`config.mk`:
```
export PLATFORM = sky130hd
export DESIGN_NAME = demux1_4_reg
export DESIGN_NICKNAME = d
export VERILOG_FILES = /design/src/rtl/demux1_4_reg.sv
export SDC_FILE = /design/constraint.sdc
export NUM_CORES = 1
export LEC_CHECK = 0
export ABC_AREA = 0
export CAP_MARGIN = 5
export CORE_ASPECT_RATIO = 0.75
export CORE_MARGIN = 2
export CORE_UTILIZATION = 40
export CTS_BUF_LIST = sky130_fd_sc_hd__clkbuf_16
export DETAILED_ROUTE_END_ITERATION = 12
export DONT_BUFFER_PORTS = 1
export GPL_TIMING_DRIVEN = 0
export PLACE_DENSITY = 0.53
export SKIP_CTS_REPAIR_TIMING = 1
export SYNTH_ARGS = -nofsm -noshare
export SYNTH_HDL_FRONTEND = slang
export SYNTH_SLANG_ARGS = --single-unit
```
`constraint.sdc`:
```
create_clock -name clk -period 3.9 [get_ports clk]
set_input_delay 0.585 -clock clk [delete_from_list [all_inputs] [get_ports clk]]
set_output_delay 0.585 -clock clk [all_outputs]
set_load 0.005 [all_outputs]
```
`src/rtl/demux1_4_reg.sv`:
```
// demux1_4_reg: registered 1-to-4 demultiplexer for switch/button inputs.
// The 2-bit din is steered into one of four held channel registers A..D,
// addressed either manually (sel + edge-detected wr) or by a free-running
// auto-scan index that advances every SCAN_DIV clocks. seg7 shows the index
// of the channel most recently written.
// Build option: define DEMUX_CLEAR_EN to clear the non-addressed channels
// on every write.
module demux1_4_reg #(
  parameter int unsigned SCAN_DIV = 50_000_000
) (
  input  logic       clk,
  input  logic       rst_n,
  input  logic [1:0] din,
  input  logic [1:0] sel,
  input  logic       wr,
  input  logic       mode,
  output logic [1:0] A,
  output logic [1:0] B,
  output logic [1:0] C,
  output logic [1:0] D,
  output logic       ds,
  output logic [6:0] seg7
);

  localparam int unsigned CNT_W = (SCAN_DIV > 1) ? $clog2(SCAN_DIV) : 1;
  localparam logic [CNT_W-1:0] CNT_MAX = CNT_W'(SCAN_DIV - 1);

  localparam logic [6:0] SEG_0 = 7'b0111111;
  localparam logic [6:0] SEG_1 = 7'b0000110;
  localparam logic [6:0] SEG_2 = 7'b1011011;
  localparam logic [6:0] SEG_3 = 7'b1001111;

  typedef enum logic {
    MODE_MANUAL = 1'b0,
    MODE_AUTO   = 1'b1
  } mode_e;

  // Synchroniser stages
  logic [1:0] din_s1_q, din_s1_d, din_s2_q, din_s2_d;
  logic [1:0] sel_s1_q, sel_s1_d, sel_s2_q, sel_s2_d;
  logic       wr_s1_q, wr_s1_d, wr_s2_q, wr_s2_d, wr_s3_q, wr_s3_d;
  mode_e      mode_s1_q, mode_s1_d, mode_s2_q, mode_s2_d;

  // Datapath state
  logic [1:0]       ch_q [4];
  logic [1:0]       ch_d [4];
  logic [1:0]       last_idx_q, last_idx_d;
  logic [1:0]       idx_q, idx_d;
  logic [CNT_W-1:0] cnt_q, cnt_d;
  logic [6:0]       seg7_q, seg7_d;

  logic       we;
  logic       wr_en;
  logic [1:0] wr_addr;

  // Next-state: synchronisers, write arbitration, scan counter, seg7 decode
  always_comb begin
    din_s1_d   = din;
    din_s2_d   = din_s1_q;
    sel_s1_d   = sel;
    sel_s2_d   = sel_s1_q;
    wr_s1_d    = wr;
    wr_s2_d    = wr_s1_q;
    wr_s3_d    = wr_s2_q;
    mode_s1_d  = mode_e'(mode);
    mode_s2_d  = mode_s1_q;

    ch_d       = ch_q;
    last_idx_d = last_idx_q;
    idx_d      = idx_q;
    cnt_d      = cnt_q;
    wr_en      = 1'b0;
    wr_addr    = '0;

    we = wr_s2_q & ~wr_s3_q;

    if (mode_s2_q == MODE_AUTO) begin
      if (cnt_q == CNT_MAX) begin
        cnt_d   = '0;
        wr_en   = 1'b1;
        wr_addr = idx_q;
        idx_d   = idx_q + 2'd1;
      end else begin
        cnt_d = cnt_q + CNT_W'(1);
      end
    end else begin
      cnt_d = '0;
      idx_d = '0;
      if (we) begin
        wr_en   = 1'b1;
        wr_addr = sel_s2_q;
      end
    end

    if (wr_en) begin
`ifdef DEMUX_CLEAR_EN
      for (int unsigned i = 0; i < 4; i++) begin
        ch_d[i] = '0;
      end
`endif
      ch_d[wr_addr] = din_s2_q;
      last_idx_d    = wr_addr;
    end

    // Decode from the next index so the digit changes on the write edge itself
    case (last_idx_d)
      2'd0:    seg7_d = SEG_0;
      2'd1:    seg7_d = SEG_1;
      2'd2:    seg7_d = SEG_2;
      default: seg7_d = SEG_3;
    endcase
  end

  // State registers with synchronous active-low reset
  always_ff @(posedge clk) begin
    if (!rst_n) begin
      din_s1_q   <= '0;
      din_s2_q   <= '0;
      sel_s1_q   <= '0;
      sel_s2_q   <= '0;
      wr_s1_q    <= 1'b0;
      wr_s2_q    <= 1'b0;
      wr_s3_q    <= 1'b0;
      mode_s1_q  <= MODE_MANUAL;
      mode_s2_q  <= MODE_MANUAL;
      ch_q       <= '{default: '0};
      last_idx_q <= '0;
      idx_q      <= '0;
      cnt_q      <= '0;
      seg7_q     <= SEG_0;
    end else begin
      din_s1_q   <= din_s1_d;
      din_s2_q   <= din_s2_d;
      sel_s1_q   <= sel_s1_d;
      sel_s2_q   <= sel_s2_d;
      wr_s1_q    <= wr_s1_d;
      wr_s2_q    <= wr_s2_d;
      wr_s3_q    <= wr_s3_d;
      mode_s1_q  <= mode_s1_d;
      mode_s2_q  <= mode_s2_d;
      ch_q       <= ch_d;
      last_idx_q <= last_idx_d;
      idx_q      <= idx_d;
      cnt_q      <= cnt_d;
      seg7_q     <= seg7_d;
    end
  end

  assign A    = ch_q[0];
  assign B    = ch_q[1];
  assign C    = ch_q[2];
  assign D    = ch_q[3];
  assign ds   = 1'b0;
  assign seg7 = seg7_q;

endmodule

```
After elaboration in Yosys (flattened, before gate mapping)
Cells that the tools add are included.
{"block": "classes", "magnitude_cmp": 2, "reduce_logical": 4, "n_bitwise": 5, "addsub": 2, "n_mux": 11, "eq_ne": 3}
{"op": "26-bit by 1-bit adder with 26-bit output, second input constant", "count": 1}
{"op": "26-bit == test, second input constant", "count": 1}
{"op": "7-bit one-hot mux with 3 select lines", "count": 1}
{"op": "2-bit 2-to-1 mux", "count": 5}
{"op": "8-bit bitwise mux", "count": 1}
{"op": "2-bit demux with 2-bit select", "count": 1}
{"op": "3-bit greater-or-equal comparator, second input constant", "count": 1}
{"op": "3-bit by 1-bit less-than comparator with 1-bit output, second input constant", "count": 1}
{"op": "1-bit 2-to-1 mux", "count": 3}
{"op": "1-bit inverter", "count": 3}
{"op": "2-bit inverter with 3-bit output", "count": 1}
{"op": "3-bit OR reduction", "count": 1}
{"op": "2-bit by 1-bit adder with 2-bit output, second input constant", "count": 1}
{"op": "2-bit by 1-bit == test with 1-bit output, second input constant", "count": 1}
{"op": "2-bit == test, second input constant", "count": 1}
{"op": "2-bit zero test", "count": 1}
{"op": "2-bit AND reduction", "count": 1}
{"op": "1-bit bitwise AND", "count": 1}
{"op": "1-bit logical AND", "count": 1}
{"block": "word_totals", "in_bits": 8, "output_inout_bits": 16, "word_cells": 44, "reg_bits": 58}

Longest topological paths before layout
Gate-level depths: netlist of the first run.
{"block": "depth", "word_depth": 10, "depth_mapped": 8, "ltp_nobuf": 6}

Worst setup path after synthesis of the first run
No wires, ideal clock.
{"block": "synth_path", "kind": "register to register", "startpoint": "register cnt_q[0]", "endpoint": "register ch_q, in the netlist A[0]", "arrival_time_ps": 1938, "required_time_ps": 3828, "setup_ps": 72, "stages_incl_launch_ff": 8, "path_slack_ps": 1890, "synth_period_minus_slack_ps": 2010, "n_path_buf": 1, "path_cell_list": "dfxtp_1 ha_1 and4_1 nand2_2 or4_4 buf_6 o31ai_4 mux2i_1"}
{"block": "synth_between", "elab_chain_len": 9, "elab_cells_between_ends": 12, "cone_classes": "order compare: 2; eq/ne: 1; mux: 7; bitwise: 1; reduce/logical: 1"}
{"item": "start, declared", "line_no": "49", "rtl": "logic [CNT_W-1:0] cnt_q, cnt_d;"}
{"item": "start signal, assigned", "line_no": "144", "rtl": "cnt_q <= cnt_d;"}
{"item": "26-bit == test *", "line_no": "78", "rtl": "if (cnt_q == CNT_MAX) begin"}
{"item": "2-bit 2-to-1 mux", "line_no": "78"}
{"item": "2-bit 2-to-1 mux", "line_no": "77", "rtl": "if (mode_s2_q == MODE_AUTO) begin"}
{"item": "2-bit inverter with 3-bit output (implied by the code)", "line_no": "101", "rtl": "ch_d[wr_addr] = din_s2_q;"}
{"item": "3-bit greater-or-equal comparator (implied by the code) or 3-bit by 1-bit less-than comparator with 1-bit output (tied branches)", "line_no": "101"}
{"item": "1-bit logical AND (implied by the code)", "line_no": "101"}
{"item": "2-bit 2-to-1 mux (implied by the code)", "line_no": "101"}
{"item": "2-bit demux with 2-bit select", "line_no": "101"}
{"item": "8-bit bitwise mux", "line_no": "101"}
{"item": "end signal, assigned", "line_no": "141", "rtl": "ch_q <= ch_d;"}
{"item": "end, declared", "line_no": "45", "rtl": "logic [1:0] ch_q [4];"}
Mark *: on every way between the ends. The rest lies on a longest branch, timed or not.
A chain may end at the register's enable or synchronous reset.

Worst setup path after layout of the first run
{"block": "layout_path", "startpoint": "register cnt_q[0]", "endpoint": "register cnt_q[10]"}
{"block": "layout_between", "elab_chain_len": 2, "elab_cells_between_ends": 3, "cone_classes": "add/sub: 1; eq/ne: 1; reduce/logical: 1"}
{"item": "parallel branches: the longest is 2 deep, another holds 26-bit by 1-bit adder with 26-bit output"}
Parallel ways; which one is timed is not known.

==> metrics, run 1 <==
outcome=complete, no violations; final WL=4.13 mm; max-slew violation count=0; largest fanout on the critical path=10; Seq cells post-synth=between 50 and 60; DRT iter0 DRCs=between 100 and 150; Setup TNS=0 ns; Slew headroom=roughly a third; Final HPWL DP=3.00 mm; Die ar.=6440 sq um; clock sinks=56; largest net degree at the start of global routing=20; first-pass GRT wire length=7.27 mm; Layout Utilization=a little under half; min-delay worst type=primary input to flop; final setup fails=0; CTS tree=yes; Post-layout nets=270; Max clock buf depth=2; Synth Instances=about 250; Max Cap Violations=0; io pins=24; Switching Share=21.4%; Logic pwr share=approximately 2.0%; Min-Delay Path Depth=1; largest reg by FF count=cnt_q; Reg power frac=55.1%; Filler Cell Count=575; RSZ-0062 raised after global routing=no; Final Wtd Congestion=0.764; Reg area=roughly 1100 sq um; diode count=0; EDFF count, synth=0; Initial Util=about 41%; Hold Fails Final Rpt=0; Leakage=0.859 nW; Final ANT Viol Nets=0; drt wl/cell=12.2 um; htree depth=2; Main synth FF type=dfxtp_1; Synth Net Count=approximately 260; layout cells sized above 1=under 10%; num rows=24; Synthesis Warnings=0; Place WS=about 1.6 ns; Sw Pwr=approximately 0.23 mW; Via Count=between 1500 and 2000; multi-input logic area=~1100 sq um; Synth top area share=between 40% and 50%; drt via density=roughly 4.8; nature of the critical path endpoint=flop; Worst Reg-to-Reg Cells=8; Fmax achieved=0.433 GHz; Pwr Density=around 400 nW/um^2; Distinct cells, synth=between 40 and 50; initial antenna violation count=0; number of global-route vias before repair=between 1000 and 1500; synth top area cells=dfxtp_1, xnor2_1, nor2_1; critical path class=flop to flop; total core area=roughly 5700 sq um; Post-synth ARST share=0%; grt ovf=0; Largest register FFs=26; startpoint types=flop; WHS=0.418 ns; clock slew at reported path FFs=around 0.07 ns; Fin Clk Skew=about 0.0045 ns; GRT Overall Usage=between 10% and 20%; setup slack after layout=1.59 ns; register area share after synthesis=48.2%; area leader, netlist=dfxtp_1; actual slew at the worst max-slew pin=a little under 1 ns; clk root buf=clkbuf_16; VDD IR max=about 0.0002 V; Pre-Repair DR Iteration Count=4; Final Critical Period=~2.3 ns; Die X-Extent=approximately 92 um; port bufs=0; Clk pwr share=a little over two fifths; Arr. time, crit path=2.49 ns; area grow syn2layout=10.7%; Die Ht=between 70 and 80 um; TritonCTS buffer count=5; cell-internal power=between 0.8 and 0.9 mW; post-synthesis instance area=2320 sq um; # DRC=0; part of the cycle the worst path needs=just under 60%; Avg Inst Size Synth=about 9.1 sq um; worst-skew pair later-pin latency=0.29 ns; required time worst endpoint=4.08 ns
[area by class of cell]
type                            instances  area share (%)
Sequential cell                        56            43.6
Multi-Input combinational cell        178            43.0
Clock buffer                            5            4.87
Tap cell                               78            3.80
Buffer                                 13            2.77
Inverter                                7            1.02
Clock inverter                          3           0.973
[metal layers]
metal / share of wire [%] / track usage [%] / vias up
met5: 0 / 0 / -
met4: 1.2 / 4.48 / 0
met2: 38 / 18.4 / 28
li1: - / - / 860
met1: 57 / 22.2 / 750
met3: 3.8 / 3.56 / 5
[power by group through the flow]
stage	combinational (mW)	clock [mW]	sequential (mW)
floorplan	0.0174	0	0.595
global placement	0.0218	0	0.596
detailed placement	0.0218	0	0.596
CTS	0.0218	0.468	0.582
global route	0.0246	0.494	0.583
finish	0.0216	0.453	0.582
[logic make-up (layout without fill, tap and decap cells)]
| family | after synthesis | after routing | synth area share (%) |
|---|---|---|---|
| compound gates | 13 | 13 | 4.79 |
| xor+xnor | 26 | 26 | 9.80 |
| fa+ha+maj | 1 | 1 | 0.538 |
| buf+inv | 20 | 28 | 4.20 |
| flops | 56 | 56 | 48.3 |
| mux | 10 | 10 | 4.31 |
| other cells | 2 | 2 | 0.323 |
| simple gates | 126 | 126 | 27.8 |
[cells in the final DEF (no fill, tap or decap), drive strengths merged, types with 2 or more instances in the layout]
cell type and count:
o31ai 2, buf 8, dfxtp 56, nand4 5
nor2b 2, o21ai 2, clkbuf 10, nand2 27
mux2i 10, nor2 34, nor3b 2, conb 2
nand3 12, and4 5, xor2 5, nor3 6
inv 9, and2 15, o21a 2, xnor2 21
and3 3, nor4 8
[cells in the mapped netlist (2+ instances only)]
cell,instances
buf_4,3
nor2b_1,2
mux2i_1,10
inv_1,7
o21a_1,2
xor2_1,5
and4_1,5
nor4_1,8
buf_2,3
nor3b_1,2
xnor2_1,21
nor2_1,34
dfxtp_1,56
nand3_1,12
clkbuf_1,5
nand4_1,5
nor3_1,6
and2_1,14
nand2_1,26
and3_1,3
conb_1,2
[worst max-delay path: stages (launching register included)]
cell      delay (ns)
dfxtp_1         0.38
ha_1            0.23
and4_1          0.31
nand2_2         0.11
nor3_1          0.37
or2_2           0.18
clkbuf_1        0.26
buf_2           0.29
nor2_1          0.07
[metrics by stage]
step | instances | total power [mW] | cell area, sq um
floorplan | 254 | 0.612 | 2320
global placement | 332 | 0.618 | 2420
detailed placement | 332 | 0.618 | 2420
CTS | 340 | 1.07 | 2570
global route | 340 | 1.10 | 2570
finish | 340 | 1.06 | 2570
[worst paths after layout]
kind	startpoint	endpoint	slack (ns)
max	cnt_q[0]	cnt_q[10]	1.59
min	wr	wr_s1_q	0.42
min reg2reg	mode_s1_q	mode_s2_q	0.44
max reg2reg	cnt_q[0]	cnt_q[10]	1.59
Note: power is estimated with default switching activity, not from simulation.
==> run 2: changes to the inputs <==
--- a/config.mk
+++ b/config.mk
@@ -5,7 +5,7 @@
 export SDC_FILE = /design/constraint.sdc
 export NUM_CORES = 1
 export LEC_CHECK = 0
-export ABC_AREA = 0
+export ABC_AREA = 1
 export CAP_MARGIN = 5
 export CORE_ASPECT_RATIO = 0.75
 export CORE_MARGIN = 2
==> constraint.sdc (replaced) <==
create_clock -name clk -period 2.27 [get_ports clk]
set_input_delay 0.3405 -clock clk [delete_from_list [all_inputs] [get_ports clk]]
set_output_delay 0.3405 -clock clk [all_outputs]
set_load 0.005 [all_outputs]
==> run 2 against run 1 <==
Clock skew up 0.0033 ns. Global-route usage increased by 1.6 points. Largest power group unchanged. Combinational power grew to 3.0 times the previous value. Largest cell class is now multi-input gates. Highest routed layer unchanged.
==> metrics, run 2 <==
register area share after synthesis=42.5% (-5.8 points); Post-synth ARST share=0% (unchanged); WHS=0.138 ns (-0.280 ns); Main synth FF type=dfxtp_1; Fmax achieved=0.546 GHz (+26%); nature of the critical path endpoint=flop; Finished Cell Area=2890 sq um (+12%); largest net degree at the start of global routing=19 (-5.0%); Filler Cell Count=668 (+16%); placed insts=450 (+36%); Max clock buf depth=2 (unchanged); io pins=24 (unchanged); Pre-Repair DR Iteration Count=4 (unchanged); cell-internal power=1.44 mW (+73%); max layer used=met4; layout cells sized above 1=16.2% (+8.2 points); Setup TNS=0 ns (unchanged); Leakage=1.15 nW (+34%); htree depth=2 (unchanged); final setup fails=0 (unchanged); Pwr Total=1.86 mW (+76%); clock slew at reported path FFs=0.07 ns (about the same); Worst Reg-to-Reg Cells=11 (+3); flop-to-flop setup slack=0.44 ns (-1.15 ns); most common cell after layout, fill and taps aside=nand2_1; Initial Util=41.6% (+0.83 points); grt ovf=0 (unchanged); Final Wtd Congestion=0.812 (+6.2%); Arr. time, crit path=2.03 ns (-0.46 ns); min-delay worst type=primary input to flop; Die X-Extent=97.8 um (+6.3%); diode count=0 (unchanged); Final ANT Viol Nets=0 (unchanged); Hold Fails Final Rpt=0 (unchanged); commonest cells in the netlist=nand2_1, dfxtp_1, nor2_1, inv_1, a21oi_1; total core area=6350 sq um (+11%); initial antenna violation count=0 (unchanged); max-slew violation count=0 (unchanged); worst-skew pair later-pin latency=0.30 ns (about the same); number of global-route vias before repair=1807 (+23%); # DRC=0 (unchanged); part of the cycle the worst path needs=80.6% (+21 points); DRT met1 WL=3.08 mm (+30%); Avg Inst Size Synth=7.15 sq um (-22%); final WL=5.40 mm (+31%); hold_sp=din[1]; area leader, netlist=dfxtp_1; Crit Reg-Reg Endpoint=cnt_q[16]; most common cell in the netlist=nand2_1; worst hold endpoint=din_s1_q[1]; Seq cells post-synth=56 (unchanged); GRT Overall Usage=15.7% (+1.6 points); first-pass GRT wire length=8.86 mm (+22%); Clk pwr share=42.1% (-0.7 points); Synthesis Warnings=0 (unchanged); Via Count=2098 (+28%); outcome=complete, no violations; largest fanout on the critical path=4 (-6); TritonCTS buffer count=5 (unchanged); Synth Net Count=378 (+44%); Switching Share=22.8% (+1.4 points); Final Critical Period=1.83 ns (-0.478 ns); most frequent cells in the layout=nand2_1, dfxtp_1, nor2_1; drt wl/cell=11.8 um (-3.0%); EDFF count, synth=0 (unchanged); Die Ht=74.3 um (+6.2%); largest reg by FF count=cnt_q; CTS tree=yes; Die ar.=7270 sq um (+13%); Reg power frac=54.4% (-0.7 points); port bufs=0 (unchanged); clock sinks=56 (unchanged); Largest register FFs=26 (unchanged); Final HPWL DP=4.21 mm (+40%); VDD IR max=0.000298 V (+49%); metal2 WL=1.92 mm (+23%); Fin Clk Skew=0.00786 ns (+0.00335 ns); drt via density=4.58 (-5.2%); Sw Pwr=0.423 mW (+87%); RSZ-0062 raised after global routing=no; area grow syn2layout=9.39%; Pwr Density=644 nW/um^2 (+57%); Logic pwr share=3.5% (+1.5 points); Post-layout nets=385 (+43%); Synth top area share=42.5% (-5.8 points); Synth Instances=369 (+45%); Max Cap Violations=0 (unchanged); num rows=25 (+4.2%); synth top area cells=dfxtp_1, nand2_1, nor2_1; Distinct cells, synth=33 (-25%); met3 WL=317 um (+99%); post-synthesis instance area=2640 sq um (+14%); critical path class=flop to flop; clk root buf=clkbuf_16; DRT iter0 DRCs=74 (-28%); required time worst endpoint=2.47 ns (-1.61 ns); Min-Delay Path Depth=2 (+1); startpoint types=flop; FF-to-FF Start=cnt_q[0]; post-route insts no fill=458 (+35%); area post-placement=2740 sq um (+13%)
## run 2: worst max path at each step
stage	from	endpoint	slack, ns
global route	cnt_q[0]	cnt_q[20]	0.24
floorplan	cnt_q[0]	seg7[3]	0.72
global placement	cnt_q[0]	cnt_q[16]	0.43
finish	cnt_q[0]	cnt_q[16]	0.44
CTS	cnt_q[0]	cnt_q[5]	0.41
detailed placement	cnt_q[0]	cnt_q[16]	0.42
## run 2: metrics by stage
stage               util [%]  setup WS, ns
floorplan                  -         0.715
global placement        43.2         0.430
detailed placement      43.2         0.424
CTS                     45.5         0.413
global route            45.5         0.243
finish                  45.5         0.440
## run 2: area by class of cell
cell class	instances	area, sq um	share of cell area (%)
multi-input combinational	248	1260	43.6
sequential	56	1120	38.8
inverter	57	214	7.41
clock buffer	5	125	4.33
tap	81	101	3.51
buffer	8	43.8	1.52
clock inverter	3	21.3	0.737
## run 2: power by group through the flow
stage | clock network [mW] | logic [mW] | registers [mW]
CTS | 0.804 | 0.0667 | 1.01
global placement | 0 | 0.0655 | 1.03
global route | 0.839 | 0.0761 | 1.01
detailed placement | 0 | 0.0665 | 1.03
finish | 0.782 | 0.0657 | 1.01
floorplan | 0 | 0.0549 | 1.03
## run 2: cells by family after synthesis
family	Yosys count	share of synthesized area, %
DFF	56	42.5
other	2	0.285
and+or+nand+nor	212	39.2
AOI/OAI and AO/OA	26	5.45
xor gates and xnor gates	7	2.32
adders and majority gates	1	0.474
buffers and inverters	65	9.77
## run 2: worst max-delay path, stage by stage (launching register included)
cell	delay, ns
dfxtp_1	0.36
ha_1	0.18
nand2_1	0.08
inv_2	0.06
nand2_1	0.11
nor2_2	0.25
nand2_1	0.12
inv_2	0.12
nand3_4	0.11
nor2_1	0.16
a21oi_1	0.08
o21a_1	0.10
## run 2: layer usage
layer | track usage, % | vias to the layer above
met5 | 0 | -
met4 | 5.56 | 0
met3 | 3.57 | 9
met2 | 19.6 | 49
met1 | 25.3 | 902
li1 | - | 1138
==> run 3: changes to the inputs <==
--- a/config.mk
+++ b/config.mk
@@ -5,7 +5,7 @@
 export SDC_FILE = /design/constraint.sdc
 export NUM_CORES = 1
 export LEC_CHECK = 0
-export ABC_AREA = 1
+export ABC_AREA = 0
 export CAP_MARGIN = 5
 export CORE_ASPECT_RATIO = 0.75
 export CORE_MARGIN = 2
@@ -14,7 +14,7 @@
 export DETAILED_ROUTE_END_ITERATION = 12
 export DONT_BUFFER_PORTS = 1
 export GPL_TIMING_DRIVEN = 0
-export PLACE_DENSITY = 0.53
+export PLACE_DENSITY = 0.55
 export SKIP_CTS_REPAIR_TIMING = 1
 export SYNTH_ARGS = -nofsm -noshare
 export SYNTH_HDL_FRONTEND = slang
==> constraint.sdc (replaced) <==
create_clock -name clk -period 1.5 [get_ports clk]
set_input_delay 0.225 -clock clk [delete_from_list [all_inputs] [get_ports clk]]
set_output_delay 0.225 -clock clk [all_outputs]
set_load 0.005 [all_outputs]
==> run 3 against run 2 <==
The flow now finishes with violations (negative setup slack). Sequential power is 50% higher. Routed wire length is 18% lower. Cell area decreased by 4.5%. Register-to-register slack worse by 0.90 ns. Critical path depth decreased by 4. Utilization is 2.9 points higher.
==> metrics, run 3 (synthesis results as in run 1) <==
port bufs=0 (unchanged); Hold Fails Final Rpt=0 (unchanged); Max Cap Violations=0 (unchanged); Pre-Repair DR Iteration Count=4 (unchanged); CP Cell Sequence=ha_4 > and4_4 > nand2_4 > or4_4 > buf_8 > o31ai_4 > mux2i_1; Min-Delay Path Depth=1 (-1); initial antenna violation count=0 (unchanged); Pwr Density=1050 nW/um^2 (+64%); critical path class=flop to flop; Via Count=1659 (-21%); Leakage=0.937 nW (-18%); Final ANT Viol Nets=0 (unchanged); Crit-path slowest cell=or4_4; Crit Reg-Reg Endpoint=A[1]; Die X-Extent=92.0 um (-5.9%); first-pass GRT wire length=7.02 mm (-21%); DRT iter0 DRCs=83 (+12%); largest net degree at the start of global routing=19 (unchanged); Sw Pwr=0.581 mW (+37%); Place WS=-0.644 ns (-1.07 ns); final setup fails=42 (+42); most frequent cells in the layout=dfxtp_1, nor2_1, nand2_1; FF-to-FF Start=cnt_q[1]; Pwr Total=2.90 mW (+56%); actual slew at the worst max-slew pin=about 0.58 ns; Switching Share=20.0% (-2.8 points); VDD IR max=0.000458 V (+54%); Reg power frac=52.1% (-2.3 points); io pins=24 (unchanged); min-delay worst type=primary input to flop; Fmax achieved=0.509 GHz (-6.8%); Worst Reg-to-Reg Cells=7 (-4); failing checks=negative setup slack; flop-to-flop setup slack=-0.46 ns (-0.90 ns); hold_sp=mode; Arr. time, crit path=2.19 ns (+0.16 ns); Filler Cell Count=552 (-17%); critical path's top delay family=simple AND/OR/NAND/NOR gates; startpoint types=flop; Initial Util=40.7% (-0.83 points); nature of the critical path endpoint=flop; Fin Clk Skew=0.00474 ns (-0.00312 ns); cell-internal power=2.32 mW (+62%); clk root buf=clkbuf_16; htree depth=2 (unchanged); Largest register FFs=26 (unchanged); part of the cycle the worst path needs=131% (+50 points); worst hold endpoint=mode_s1_q; outcome=complete, but fails checks; largest reg by FF count=cnt_q; drt via density=4.78 (+4.4%); CTS tree=yes; Logic pwr share=2.1% (-1.4 points); diode count=0 (unchanged); Clk pwr share=45.8% (+3.7 points); worst stage delay on the critical path=0.50 ns (+0.14 ns); clock sinks=56 (unchanged); Reg area=1140 sq um (+1.7%); required time worst endpoint=1.72 ns (-0.75 ns); Buffers & Inverters on Critical Path=1 (-1); largest fanout on the critical path=8 (+4); max-slew violation count=0 (unchanged); # DRC=0 (unchanged); Setup TNS=-12.90 ns (-12.90 ns); GRT Overall Usage=13.9% (-1.8 points); layout cells sized above 1=20.4% (+4.3 points); Final HPWL DP=3.03 mm (-28%); drt wl/cell=12.8 um (+8.4%); RSZ-0062 raised after global routing=yes; area grow syn2layout=18.6%; clock slew at reported path FFs=0.07 ns (about the same); Final Wtd Congestion=0.820 (+0.97%); Die Ht=70.0 um (-5.8%); TritonCTS buffer count=5 (unchanged); multi-input logic area=1180 sq um (-6.3%); setup slack after layout=-0.464 ns (-0.904 ns); Max clock buf depth=2 (unchanged); Post-layout nets=277 (-28%); total core area=5710 sq um (-10%); Die ar.=6440 sq um (-11%); grt ovf=0 (unchanged); Slew headroom=approximately three fifths; Final Critical Period=1.96 ns (+0.134 ns); number of global-route vias before repair=1402 (-22%); worst-skew pair later-pin latency=0.29 ns (about the same); most common cell after layout, fill and taps aside=dfxtp_1; num rows=24 (-4.0%); final WL=4.43 mm (-18%)
-- run 3: changes by cell type in the layout (fill, tap and decap cells not counted), sizes merged, moves of 15 or more --
cell   change
inv       -50
and2      +15
nor2      -35
a21oi     -17
xnor2     +19
nand2     -74
-- run 3: layout make-up --
type	instances	area share, %
sequential	56	41.4
clock inverter	3	1.68
clock buffer	5	4.54
inverter	7	0.953
multi-input combinational	178	42.9
timing repair buffer	9	2.45
buffer	11	2.63
tap	78	3.54
-- run 3: metrics by stage --
stage               area [sq um]  utilization, %  hold slack, ns  std cells
floorplan                   2340               -           0.352        254
global placement            2440            42.7           0.354        332
detailed placement          2440            42.7           0.355        332
CTS                         2610            45.7          0.0505        340
global route                2760            48.3          0.0501        347
finish                      2760            48.3          0.0559        347
-- run 3: layer usage --
layer  part of all wire [%]  GRT usage, %
met2                     40          18.6
met1                     54          20.7
met5                      0             0
met4                    1.4          4.98
met3                    4.0          4.42
-- run 3: worst reg2reg max path, delay by kind of cell, from the launching register on --
kind	cells	cell delay (ns)
flip-flops	1	0.36
AO/OA/AOI/OAI	1	0.23
adder cells (fa/ha/maj)	1	0.13
AND/OR/NAND/NOR	3	0.81
multiplexers	1	0.20
buffers and inverters	1	0.16
-- run 3: how the worst max path moves through the flow --
stage	start	endpoint	slack, ns	cells after the start
3_3_place_gp	cnt_q[0]	cnt_q[25]	-0.63	8
6_report	cnt_q[1]	A[1]	-0.46	7
5_1_grt	cnt_q[1]	A[1]	-0.56	7
4_1_cts	cnt_q[0]	cnt_q[12]	-0.65	8
3_5_place_dp	cnt_q[16]	cnt_q[20]	-0.64	8
2_1_floorplan	cnt_q[0]	A[0]	-0.40	7
-- run 3: power by group through the flow --
stage	sequential [mW]	combinational, mW	clock (mW)
after global routing	1.51	0.0690	1.42
after CTS	1.51	0.0568	1.37
after floorplan	1.55	0.0454	0
after detailed placement	1.55	0.0566	0
after global placement	1.55	0.0572	0
final	1.51	0.0615	1.33
